`src/rtl/pipe_ctl.sv`:
```
// Pipeline hazard / flush / stack-wait controller driving PC enable and IR load/bubble.
// Optional stall counter enabled by defining PIPE_CTL_PERF_EN.
module pipe_ctl #(
    parameter int unsigned FLUSH_CYCLES = 2
) (
    input  logic        CLK,
    input  logic        RST_N,
    input  logic [3:0]  dec_a_addr,
    input  logic [3:0]  dec_b_addr,
    input  logic        dec_uses_a,
    input  logic        dec_uses_b,
    input  logic [3:0]  ir_c_addr,
    input  logic        ir_reg_write,
    input  logic        ir_data_read,
    input  logic        jump_taken,
    input  logic        stack_busy,
    output logic        pc_en,
    output logic        ir_load,
    output logic        ir_bubble,
    output logic [1:0]  state,
    output logic [15:0] perf_stall_cnt
);

    typedef enum logic [1:0] {
        RUN        = 2'd0,
        LOAD_STALL = 2'd1,
        FLUSH      = 2'd2,
        STACK_WAIT = 2'd3
    } state_t;

    // The jump cycle itself is the first bubble, so FLUSH covers the remainder.
    localparam logic [2:0] FLUSH_INIT = 3'(FLUSH_CYCLES - 32'd1);

    state_t     state_r;
    state_t     state_nxt_s;
    logic [2:0] flush_cnt_r;
    logic [2:0] flush_cnt_nxt_s;
    logic       hazard_s;
    logic       pc_en_s;
    logic       ir_load_s;
    logic       ir_bubble_s;

    assign hazard_s = ir_data_read & ir_reg_write &
                      ((dec_uses_a & (ir_c_addr == dec_a_addr)) |
                       (dec_uses_b & (ir_c_addr == dec_b_addr)));

    // State and flush counter registers.
    always_ff @(posedge CLK or negedge RST_N) begin
        if (!RST_N) begin
            state_r     <= RUN;
            flush_cnt_r <= 3'd0;
        end else begin
            state_r     <= state_nxt_s;
            flush_cnt_r <= flush_cnt_nxt_s;
        end
    end

    // Next-state and raw pipeline control decode.
    always_comb begin
        state_nxt_s     = state_r;
        flush_cnt_nxt_s = flush_cnt_r;
        pc_en_s         = 1'b0;
        ir_load_s       = 1'b0;
        ir_bubble_s     = 1'b0;
        case (state_r)
            RUN, LOAD_STALL: begin
                if (jump_taken) begin
                    pc_en_s     = 1'b1;
                    ir_bubble_s = 1'b1;
                    if (FLUSH_CYCLES == 32'd1) begin
                        state_nxt_s     = RUN;
                        flush_cnt_nxt_s = 3'd0;
                    end else begin
                        state_nxt_s     = FLUSH;
                        flush_cnt_nxt_s = FLUSH_INIT;
                    end
                end else if (state_r == LOAD_STALL) begin
                    pc_en_s     = 1'b1;
                    ir_load_s   = 1'b1;
                    state_nxt_s = RUN;
                end else if (stack_busy) begin
                    state_nxt_s = STACK_WAIT;
                end else if (hazard_s) begin
                    ir_bubble_s = 1'b1;
                    state_nxt_s = LOAD_STALL;
                end else begin
                    pc_en_s     = 1'b1;
                    ir_load_s   = 1'b1;
                    state_nxt_s = RUN;
                end
            end
            FLUSH: begin
                pc_en_s     = 1'b1;
                ir_bubble_s = 1'b1;
                if (flush_cnt_r <= 3'd1) begin
                    flush_cnt_nxt_s = 3'd0;
                    state_nxt_s     = RUN;
                end else begin
                    flush_cnt_nxt_s = flush_cnt_r - 3'd1;
                    state_nxt_s     = FLUSH;
                end
            end
            STACK_WAIT: begin
                if (!stack_busy) begin
                    state_nxt_s = RUN;
                end else begin
                    state_nxt_s = STACK_WAIT;
                end
            end
            default: begin
                ir_bubble_s     = 1'b1;
                state_nxt_s     = RUN;
                flush_cnt_nxt_s = 3'd0;
            end
        endcase
    end

    // Reset overrides the decode asynchronously so the IR fills with NOPs.
    assign pc_en     = RST_N & pc_en_s;
    assign ir_load   = RST_N & ir_load_s;
    assign ir_bubble = ~RST_N | ir_bubble_s;
    assign state     = state_r;

`ifdef PIPE_CTL_PERF_EN
    logic [15:0] perf_cnt_r;

    // Saturating count of cycles where the pipeline does not accept a real instruction.
    always_ff @(posedge CLK or negedge RST_N) begin
        if (!RST_N) begin
            perf_cnt_r <= 16'h0000;
        end else if ((!pc_en || ir_bubble) && (perf_cnt_r != 16'hFFFF)) begin
            perf_cnt_r <= perf_cnt_r + 16'h0001;
        end else begin
            perf_cnt_r <= perf_cnt_r;
        end
    end

    assign perf_stall_cnt = perf_cnt_r;
`else
    assign perf_stall_cnt = 16'h0000;
`endif

endmodule

```
`config.mk`:
```
export PLATFORM = sky130hd
export DESIGN_NAME = pipe_ctl
export DESIGN_NICKNAME = d
export VERILOG_FILES = /design/src/rtl/pipe_ctl.sv
export SDC_FILE = /design/constraint.sdc
export NUM_CORES = 1
export LEC_CHECK = 0
export ABC_AREA = 0
export CORE_MARGIN = 3
export CORE_UTILIZATION = 33
export CTS_CLUSTER_DIAMETER = 80
export DETAILED_ROUTE_END_ITERATION = 7
export PLACE_DENSITY = 0.81
export RECOVER_POWER = 50
export REMOVE_ABC_BUFFERS = 1
export SYNTH_ARGS = -nofsm -noshare
export SYNTH_HDL_FRONTEND = slang
export SYNTH_SLANG_ARGS = --single-unit
export TNS_END_PERCENT = 20
```
`constraint.sdc`:
```
create_clock -name CLK -period 1.8 [get_ports CLK]
set_input_delay 0.36 -clock CLK [delete_from_list [all_inputs] [get_ports CLK]]
set_output_delay 0.36 -clock CLK [all_outputs]
set_load 0.03 [all_outputs]
```
# Word-level counts from Yosys, hierarchy flattened

Index checks and enable logic that the tools add are counted.

Register bits: 5
Bits in latches: 0
Memory bits (writable): 0
ROM bits: 0
Input bits: 20
Output and inout bits: 21
Memories kept: 0

Add/subtract/negate cells: 1
$mul: 0
Divide/modulo/power cells: 0
Order comparisons: 1
Equal/unequal tests: 6
Shift operators: 0
Mux-type cells: 22
Bitwise operators: 9
Reductions and logical operators: 4

Operators by type and width:

| kind                                                                              | number |
|---|---|
| 1-bit 2-to-1 mux                                                                  | 11 |
| 2-bit 2-to-1 mux                                                                  | 5 |
| 4-bit equality test                                                               | 2 |
| 1-bit AND                                                                         | 6 |
| 3-bit 2-to-1 mux                                                                  | 2 |
| 2-bit one-hot mux with 3 select lines                                             | 1 |
| 3-bit one-hot mux with 2 select lines                                             | 1 |
| 2-bit equality test (second input constant)                                       | 2 |
| 1-bit one-hot mux with 2 select lines                                             | 2 |
| 3-bit by 1-bit less-or-equal comparator with 1-bit output (second input constant) | 1 |
| 3-bit by 1-bit subtractor with 3-bit output (second input constant)               | 1 |
| 2-bit by 1-bit equality test with 1-bit output (second input constant)            | 1 |
| 2-bit logical NOT                                                                 | 1 |
| 2-bit != test (second input constant)                                             | 1 |
| 1-bit OR                                                                          | 2 |
| 2-bit AND reduction                                                               | 1 |
| 2-bit nonzero test                                                                | 1 |
| 2-bit OR reduction                                                                | 1 |
| 1-bit NOT                                                                         | 1 |

# Depth between registers and ports, before layout

Gate-level depths: netlist of run 1.

Depth after elaboration: 10
Depth in mapped cells: 6
Gate-level depth less buffers: 6

# Worst setup path after synthesis of run 1

No wires, ideal clock.

Kind: reg-to-output
Start: register state_r[1], in the netlist state[1]
End: output port ir_load
Arrival: 1.769 ns
Slack: -0.329 ns
Stages on the path, launching flop included: 4
Buffers on the path: 0
Path through: dfrtp_1 nor2_1 nand2_1 o41ai_1

Word-level cells in the longest chain between the ends: 5
Elaborated cells on any way between the ends: 7
Those cells by class: eq/ne (1); mux (3); bitwise (1); reduce/logical (2)

Ends and longest elaborated chain:

| what                                           | line   | RTL |
|---|---|---|
| start: declaration                             | 34     | `state_t state_r;` |
| start signal: assignment                       | 53     | `state_r <= state_nxt_s;` |
| 2-bit by 1-bit equality test with 1-bit output | 65, 77 |  |
| 1-bit 2-to-1 mux                               | 77     | `end else if (state_r == LOAD_STALL) begin` |
| 1-bit 2-to-1 mux                               | 67     | `if (jump_taken) begin` |
| 1-bit 2-to-1 mux *                             | 65     | `case (state_r)` |
| 1-bit AND *                                    | 120    | `assign ir_load = RST_N & ir_load_s;` |
| end: declaration                               | 18     | `output logic ir_load,` |

Every way passes the cells marked *; elsewhere a longest branch is shown, timed or not.

# Worst setup path in the final report of run 1

Start: input port dec_a_addr[2]
End: output port ir_load

Word-level cells in the longest chain between the ends: 10

Ends and longest elaborated chain:

| what                | line | RTL |
|---|---|---|
| start: declaration  | 8    | `input logic [3:0] dec_a_addr,` |
| 4-bit equality test | 44   | `((dec_uses_a & (ir_c_addr == dec_a_addr)) \|` |
| 1-bit AND           | 44   |  |
| 1-bit OR            | 44   |  |
| 1-bit AND           | 43   | `assign hazard_s = ir_data_read & ir_reg_write &` |
| 1-bit 2-to-1 mux    | 83   | `end else if (hazard_s) begin` |
| 1-bit 2-to-1 mux    | 81   | `end else if (stack_busy) begin` |
| 1-bit 2-to-1 mux    | 77   |  |
| 1-bit 2-to-1 mux    | 67   |  |
| 1-bit 2-to-1 mux    | 65   |  |
| 1-bit AND           | 120  |  |

No other way between the ends.

==> results of run 1 <==
## worst paths after layout
path | cells after the start | start | slack (ns) | endpoint
min | 2 | RST_N | 0.50 | state[1]
min reg2reg | 2 | flush_cnt_r[1] | 0.51 | flush_cnt_r[1]
max in group asynchronous | 2 | RST_N | 1.17 | flush_cnt_r[2]
min in group CLK | 2 | flush_cnt_r[1] | 0.51 | flush_cnt_r[1]
max | 7 | dec_a_addr[2] | -0.22 | ir_load
max reg2reg | 5 | flush_cnt_r[1] | 0.46 | state[1]
## state kept, by name, summed over array words and instances (netlist names)
register     count
flush_cnt_r      3
state            2
## layout by cell type, fill, tap and decap left out, types with 3 or more instances in the layout
cell type | synthesis | final
buf_2 | 0 | 5
o21ai_0 | 6 | 6
nor2_1 | 6 | 5
dfrtp_1 | 5 | 5
xor2_1 | 6 | 4
buf_4 | 16 | 15
clkdlybuf4s15_1 | 0 | 3
inv_1 | 3 | 3
clkbuf_4 | 0 | 3
nand2_1 | 8 | 8
dlygate4sd2_1 | 0 | 6
conb_1 | 1 | 16
## cells by family after synthesis
family	Yosys count	share of synthesized area
adder cells (fa/ha/maj)	2	0.04424
XOR/XNOR	8	0.1239
other	1	0.006631
AND/OR/NAND/NOR	25	0.2367
AO/OA/AOI/OAI	12	0.1350
flip-flops	5	0.2212
buffers and inverters	19	0.2323
## critical path, delay by kind of cell
kind                   cells  cell delay, ns
AND/OR/NAND/NOR            1            0.08
AO/OA/AOI/OAI              1            0.27
XOR/XNOR                   1            0.23
buffers and inverters      4            0.71
## repair_timing
item | in CTS | in global routing
setup endpoints to repair | 4 | 4
buffers inserted | 2 | 0
gates cloned | 0 | 0
pin swaps | 10 | 6
gates resized for setup | 53 | 5
## per-layer routing
layer / vias up / track usage
li1: 292 / -
met1: 263 / 0.1538
met5: - / 0
met3: 3 / 0.02682
met2: 43 / 0.2781
met4: 0 / 0.08287
## area by class of cell
type | count | area [sq um]
fillers | 139 | 645.6
multi-input cells | 63 | 419.2
repair buffers | 37 | 311.5
flip-flops and latches | 5 | 125.1
clock buffers | 4 | 26.28
well taps | 16 | 20.02
inverters | 3 | 11.26
## where the power goes
part | total [uW] | switching [uW] | internal, uW
Combinational | 581 | 328 | 253
Clock | 142 | 57.1 | 84.5
Sequential | 214 | 52.8 | 161
Total | 936 | 438 | 498
## metrics by stage
step                      hold slack [ns]  setup slack [ns]
final                              0.5003           -0.2203
after global routing               0.5321           -0.2779
after CTS                          0.4259           -0.2258
after detailed placement           0.4964           -0.8253
after global placement             0.4920           -0.7645
after floorplan                   0.06441           -0.3287
==> metrics.csv, run 1 <==
metric,value,unit
place_area,839.6,sq um
fmax,0.4950,GHz
root_buffer,clkbuf_4,
core_area,1559,sq um
initialDrtViolationCount,6,
cts_tree,yes,
clkTransAtPathRegs,0.05,ns
drive_above_1_share,0.3304,
fin_area,913.4,sq um
drc,0,
start_kind,primary input,
rsz0062_at_grt,true,
synth_commonest_cells,"buf_4, nand2_1, nor2_1, o21ai_0, xor2_1",
post-place-cells,122,
synth-edff-count,0,
final_hold_viol_count,0,
yosys_register_bits,5,
failed_checks,setup timing,
wl_met3,138,microns
place_congestion,0.8156,
insertedDiodeCount,0,
path_class,primary input to primary output,
grt_overflow_total,0,
cpPeakStageDelay,0.27,ns
synth_area_leader_cell,dfrtp_1,
setup_slack,-0.2203,ns
fin_crit_sh,1.122,
maxCapViolCount,0,
synth_cell_types,23,
grt_use_total,0.1495,
antenna_found_initial,0,
yosysMostFrequentCell,buf_4,
max-vdd-ir-drop,0.4049,mV
avgSynthCellArea,7.855,sq um
setup_viol,3,
critical-path-slowest-cell,o41ai_2,
initial_utilization,0.3628,
synth_area_leaders,"dfrtp_1, buf_4, xor2_1",
leakage,0.0004612,uW
wl_per_cell,11.66,microns
wl_met1,539,microns
hold_buffers,0,
cts_made_buffers,3,
antenna_left,0,
layout.nets,135,
hold_path_class,primary input to async pin,
wl_met2,794,microns
grt_max_degree,9,
dieArea,2246,sq um
die_width,47.40,microns
fin_crit,2.020,ns
h-tree-depth,1,
crit_required,1.44,ns
row_count,14,
placement.io_buffers,24,
area_growth_syn_to_layout,61.50,%
clkLatencyLatePin,0.25,ns
p_total,936.1,uW
path_max_fanout,2,
finalWirelength,1492,microns
die_h,47.40,microns
yosysTopAreaCellShare,0.2212,
critPathArrivalTime,1.66,ns
grt_pass1_wl,2339,microns
worstSetupEndpointType,primary output,
ys_async_sr_fraction,1.000,
routed.top_layer,met4,
cellPowerDensity,1025,nW/um^2
viasPerCell,4.695,
status,"finished, violations left",
grt_pass1_vias,600,
postSynthCellCount,72,
tns,-0.6074,ns
cts_max_path_buffers,2,
yosysSeqAreaShare,0.2212,
skew,0.0007076,ns
crit_top_cell,buf_4,
slew_violations,0,
dp_hpwl,1182,microns
cts_sinks,5,
stdcell_count,128,
vias,601,
ys_warn_count,0,
utilization,0.5859,
dr.pass1.iters,4,
synth-main-ff-cell,dfrtp_1,
path_cells,dlygate4sd2_1 > xor2_1 > nor4_4 > buf_4 > buf_4 > o41ai_2 > buf_4,
synth_area,565.5,sq um
io_pins,41,
Note: power is estimated with default switching activity, not from simulation.
==> run 2, diff against run 1 <==
--- a/config.mk
+++ b/config.mk
@@ -8,2 +8,3 @@
 export ABC_AREA = 0
+export ABC_CLOCK_PERIOD_IN_PS = 1800
 export CORE_MARGIN = 3
--- a/constraint.sdc
+++ b/constraint.sdc
@@ -3,2 +3,2 @@
 set_output_delay 0.36 -clock CLK [all_outputs]
-set_load 0.03 [all_outputs]
+set_load 0.005 [all_outputs]
==> run 2 against run 1 <==
Effect of this change:
- the run still ends with setup timing left
- final cell count rose by 0.78%
- highest routed layer unchanged
- utilization shrank 1.5 points
- wire length fell by 0.54%
- critical path type unchanged
- sequential share of layout area grew 0.37 points
- maximum frequency up 5.8%
- power is 12% lower
- cell area shrank 2.6%
- largest cell class unchanged
==> metrics.csv, run 2 (synthesis gave the netlist of run 1 again) <==
metric,value,unit
status,"finished, violations left",
failed_checks,setup timing,
post-place-cells,122,
dp_hpwl,1196,microns
r2r_end,flush_cnt_r[0],
hold_buffers,0,
fin_area,889.6,sq um
largest_reg_flops,3,
hold_depth,2,
antenna_found_initial,0,
core_area,1559,sq um
pwr-share-clk,0.158,
placement.io_buffers,24,
whs_endpoint,flush_cnt_r[1],
drive_above_1_share,0.3540,
viasPerCell,4.760,
rsz0062_at_grt,true,
grt_pass1_wl,2035,microns
layout.nets,136,
grt_max_degree,7,
cts_max_path_buffers,2,
hold_path_class,flop to flop,
h-tree-depth,1,
final_hold_viol_count,0,
top_register,flush_cnt_r,
slew_violations,0,
fillers,151,
grt_overflow_total,0,
cellPowerDensity,921.0,nW/um^2
crit_buf_inv,3,
io_pins,41,
dieArea,2246,sq um
final_common_cell,conb_1,
worstSetupEndpointType,primary output,
drc,0,
clkLatencyLatePin,0.24,ns
cpPeakStageDelay,0.32,ns
cts_sinks,5,
p_switching,333.6,uW
switching_share,0.4071,
fmax,0.5239,GHz
initial_utilization,0.3628,
min_from,flush_cnt_r[1],
skew,0.001343,ns
path_class,primary input to primary output,
fin_crit,1.909,ns
die_width,47.40,microns
vias,614,
setup_slack,-0.1089,ns
setup_viol,3,
root_buffer,clkbuf_4,
grt_use_total,0.1305,
crit_cells,6,
crit_required,1.44,ns
place_congestion,0.7781,
reg2reg_depth,5,
start_kind,primary input,
utilization,0.5706,
stdcell_count,129,
maxCapViolCount,0,
dr.pass1.iters,4,
insertedDiodeCount,0,
area_growth_syn_to_layout,57.30,%
cts_made_buffers,3,
cts_tree,yes,
cpLargestDelayFamily,buffers and inverters,
finalWirelength,1484,microns
p_total,819.4,uW
row_count,14,
p_int,485.8,uW
final_cell_mix,"conb_1, buf_4, nand2_1",
path_cells,dlygate4sd2_1 > xor2_1 > nor4_4 > buf_4 > o41ai_1 > buf_2,
wl_per_cell,11.50,microns
combinationalPowerShare,0.575,
clkTransAtPathRegs,0.04,ns
p_seq_frac,0.267,
grt_pass1_vias,565,
die_h,47.40,microns
rrSetupSlack,0.53,ns
place_area,844.6,sq um
fin_crit_sh,1.061,
initialDrtViolationCount,9,
critPathArrivalTime,1.55,ns
critical-path-slowest-cell,o41ai_1,
leakage,0.0004380,uW
rr_startpoint,flush_cnt_r[1],
dp_slack,-0.8036,ns
max-vdd-ir-drop,0.3282,mV
antenna_left,0,
path_max_fanout,3,
run 2: cell types whose count changed in the layout (fill, tap and decap cells not counted), sizes merged:
cell / delta
buf: -1
clkbuf: +6
clkdlybuf4s15: -5
clkdlybuf4s50: +2
dlymetal6s2s: -1
run 2: tightest hold or removal path: cells and delay by family (launching register included):
family,cells,cell delay (ns)
AOI/OAI and AO/OA,1,0.07
DFF,1,0.36
and+or+nand+nor,1,0.05
run 2: worst max-delay path by stage:
stage                            to  slack (ns)          start
final                       ir_load       -0.11  dec_a_addr[3]
after global routing      ir_bubble       -0.18   ir_c_addr[1]
after CTS                 ir_bubble       -0.18  dec_b_addr[2]
after detailed placement  ir_bubble       -0.80   ir_c_addr[2]
after global placement    ir_bubble       -0.77   ir_c_addr[2]
after floorplan           ir_bubble        0.28   ir_c_addr[1]
run 2: power by group through the flow:
stage          logic (uW)  clock network [uW]  registers (uW)
5_1_grt               534                 141             226
3_3_place_gp          459                   0             211
2_1_floorplan         218                   0             213
3_5_place_dp          472                   0             215
4_1_cts               460                 133             219
6_report              471                 130             219
run 2: metrics by stage:
stage	TNS [ns]	hold slack [ns]
5_1_grt	-0.4389	0.5485
4_1_cts	-0.3615	0.4602
6_report	-0.2807	0.5292
2_1_floorplan	0	0.06441
3_3_place_gp	-2.073	0.5073
3_5_place_dp	-2.154	0.5247
run 2: what timing repair did:
action | in CTS | in global routing
buffers inserted | 3 | 0
resized for setup | 55 | 12
pin swaps | 14 | 10
setup endpoints to repair | 3 | 3
run 2: final cells by class:
class | instances | area (sq um) | area share
Clock buffer | 4 | 26.28 | 0.02954
Sequential cell | 5 | 125.1 | 0.1406
Inverter | 3 | 11.26 | 0.01266
Timing Repair Buffer | 38 | 287.8 | 0.3235
Tap cell | 16 | 20.02 | 0.02250
Multi-Input combinational cell | 63 | 419.2 | 0.4712
run 2: layer usage:
metal | global-route usage | wire [microns] | up-vias
met4 | 0.06630 | 17 | 0
met5 | 0 | 0 | -
li1 | - | - | 293
met1 | 0.1298 | 535 | 278
met3 | 0.01916 | 115 | 2
met2 | 0.2540 | 816 | 41
==> run 3, diff against run 2 <==
CTS_BUF_LIST = sky130_fd_sc_hd__clkbuf_16   (was default)
GPL_TIMING_DRIVEN = 0   (was default)
==> run 3 against run 2 <==
Effect of this change:
- the run still ends with setup timing left
- wire length up 4.7%
- sequential share of layout area fell by 1.2 points
- die area is the same
- final cell count decreased by 3.9%
- critical path type unchanged
- critical endpoint is now ir_bubble
==> metrics.csv, run 3 (synthesis gave the netlist of run 1 again) <==
metric,value,unit
area_growth_syn_to_layout,71.46,%
setup_slack,-0.04119,ns
cts_sinks,5,
status,"finished, violations left",
io_pins,41,
fmax,0.5431,GHz
path_max_fanout,3,
largest_reg_flops,3,
maxCapViolCount,0,
insertedDiodeCount,0,
grt_pass1_wl,2380,microns
multi_input_area,461.7,sq um
initial_utilization,0.3628,
grt_use_total,0.1601,
fillers,142,
layout.nets,131,
grt_pass1_vias,620,
stdcell_count,124,
post-place-cells,111,
leakage,0.0004656,uW
seqCellArea,125.1,sq um
die_width,47.40,microns
rsz0062_at_grt,true,
path_class,primary input to primary output,
final_hold_viol_count,0,
viasPerCell,4.815,
crit_buf_inv,2,
skew,0.001635,ns
hold_path_class,primary input to async pin,
initialDrtViolationCount,8,
dieArea,2246,sq um
worstSetupEndpointType,primary output,
antenna_left,0,
vias,597,
die_h,47.40,microns
fin_crit,1.841,ns
antenna_found_initial,0,
final_common_cell,conb_1,
placement.io_buffers,24,
drive_above_1_share,0.3889,
wl_per_cell,12.53,microns
final_cell_mix,"conb_1, buf_2, buf_6",
critical-path-slowest-cell,nor4_4,
dr.pass1.iters,4,
fin_crit_sh,1.023,
clkTransAtPathRegs,0.03,ns
place_congestion,0.8283,
cpLargestDelayFamily,simple AND/OR/NAND/NOR gates,
path_cells,buf_2 > xor2_2 > nor4_4 > nor2_1 > o311ai_2 > buf_2,
critPathArrivalTime,1.48,ns
tns,-0.04119,ns
finalWirelength,1554,microns
utilization,0.6220,
cpPeakStageDelay,0.36,ns
cellPowerDensity,1010,nW/um^2
top_register,flush_cnt_r,
cts_made_buffers,3,
dp_hpwl,1070,microns
core_area,1559,sq um
hold_buffers,0,
drc,0,
fin_hold_ws,0.1546,ns
start_kind,primary input,
grt_overflow_total,0,
h-tree-depth,1,
cts_max_path_buffers,2,
setup_viol,1,
failed_checks,setup timing,
crit_top_cell,buf_2,
clkLatencyLatePin,0.23,ns
row_count,14,
root_buffer,clkbuf_16,
slew_violations,0,
crit_required,1.44,ns
max-vdd-ir-drop,0.5770,mV
grt_max_degree,10,
cts_tree,yes,
run 3: changes by cell type in the layout (fill, tap and decap cells not counted), sizes merged:
cell	previous run	this run
inv	3	4
clkdlybuf4s50	4	3
buf	21	22
clkbuf	10	5
dlygate4sd2	6	4
dlygate4sd3	1	0
clkdlybuf4s15	0	2
run 3: power by group:
group	internal [uW]	leakage (uW)	switching, uW
combinational	181	0.000360	201
clock	288	0.0000423	76.8
sequential	161	0.0000637	71.3
run 3: worst register-to-register path: stages (launching register included):
cell and delay (ns):
dfrtp_1 0.48, nor3_2 0.28, o21ai_2 0.09, buf_4 0.14
buf_6 0.11, buf_6 0.10, buf_6 0.10, buf_6 0.10
buf_6 0.10, buf_6 0.10, nand2_2 0.04
run 3: what timing repair did:
item,in CTS,in global routing
gates resized for setup,81,10
gates cloned,0,0
pin swaps,14,11
endpoints found under the hold margin,0,0
setup endpoints to repair,3,4
setup buffers,9,0
run 3: cell type report:
type / instances / share of cell area
Multi-Input combinational cell: 63 / 0.4761
Timing Repair Buffer: 33 / 0.2813
Sequential cell: 5 / 0.1290
Clock buffer: 3 / 0.07742
Tap cell: 16 / 0.02065
Inverter: 3 / 0.01161
Clock inverter: 1 / 0.003871
run 3: per-layer routing:
layer / wire, microns / up-vias / global-route usage
met5: 0 / - / 0
met4: 53 / 0 / 0.1381
met3: 146 / 5 / 0.06897
met2: 818 / 33 / 0.2781
met1: 536 / 280 / 0.1373
li1: - / 279 / -
run 3: per-stage QoR:
stage / power [uW] / setup slack [ns] / area [sq um]
2_1_floorplan: 431.4 / 0.2788 / 501.7
3_3_place_gp: 581.9 / -0.8071 / 762.0
3_5_place_dp: 597.9 / -0.8541 / 762.0
4_1_cts: 974.8 / -0.1055 / 967.2
5_1_grt: 1055 / -0.09183 / 969.7
6_report: 978.9 / -0.04119 / 969.7
run 3: path summary, 6_finish.rpt:
check                          startpoint  slack [ns]  cells past startpoint              to
max in group asynchronous           RST_N        1.37                      1  flush_cnt_r[2]
min                                 RST_N        0.15                      1  flush_cnt_r[0]
min reg2reg                flush_cnt_r[1]        0.52                      2  flush_cnt_r[1]
min in group CLK           flush_cnt_r[1]        0.52                      2  flush_cnt_r[1]
max                         dec_b_addr[1]       -0.04                      6       ir_bubble
max reg2reg                      state[0]        0.09                     10        state[0]
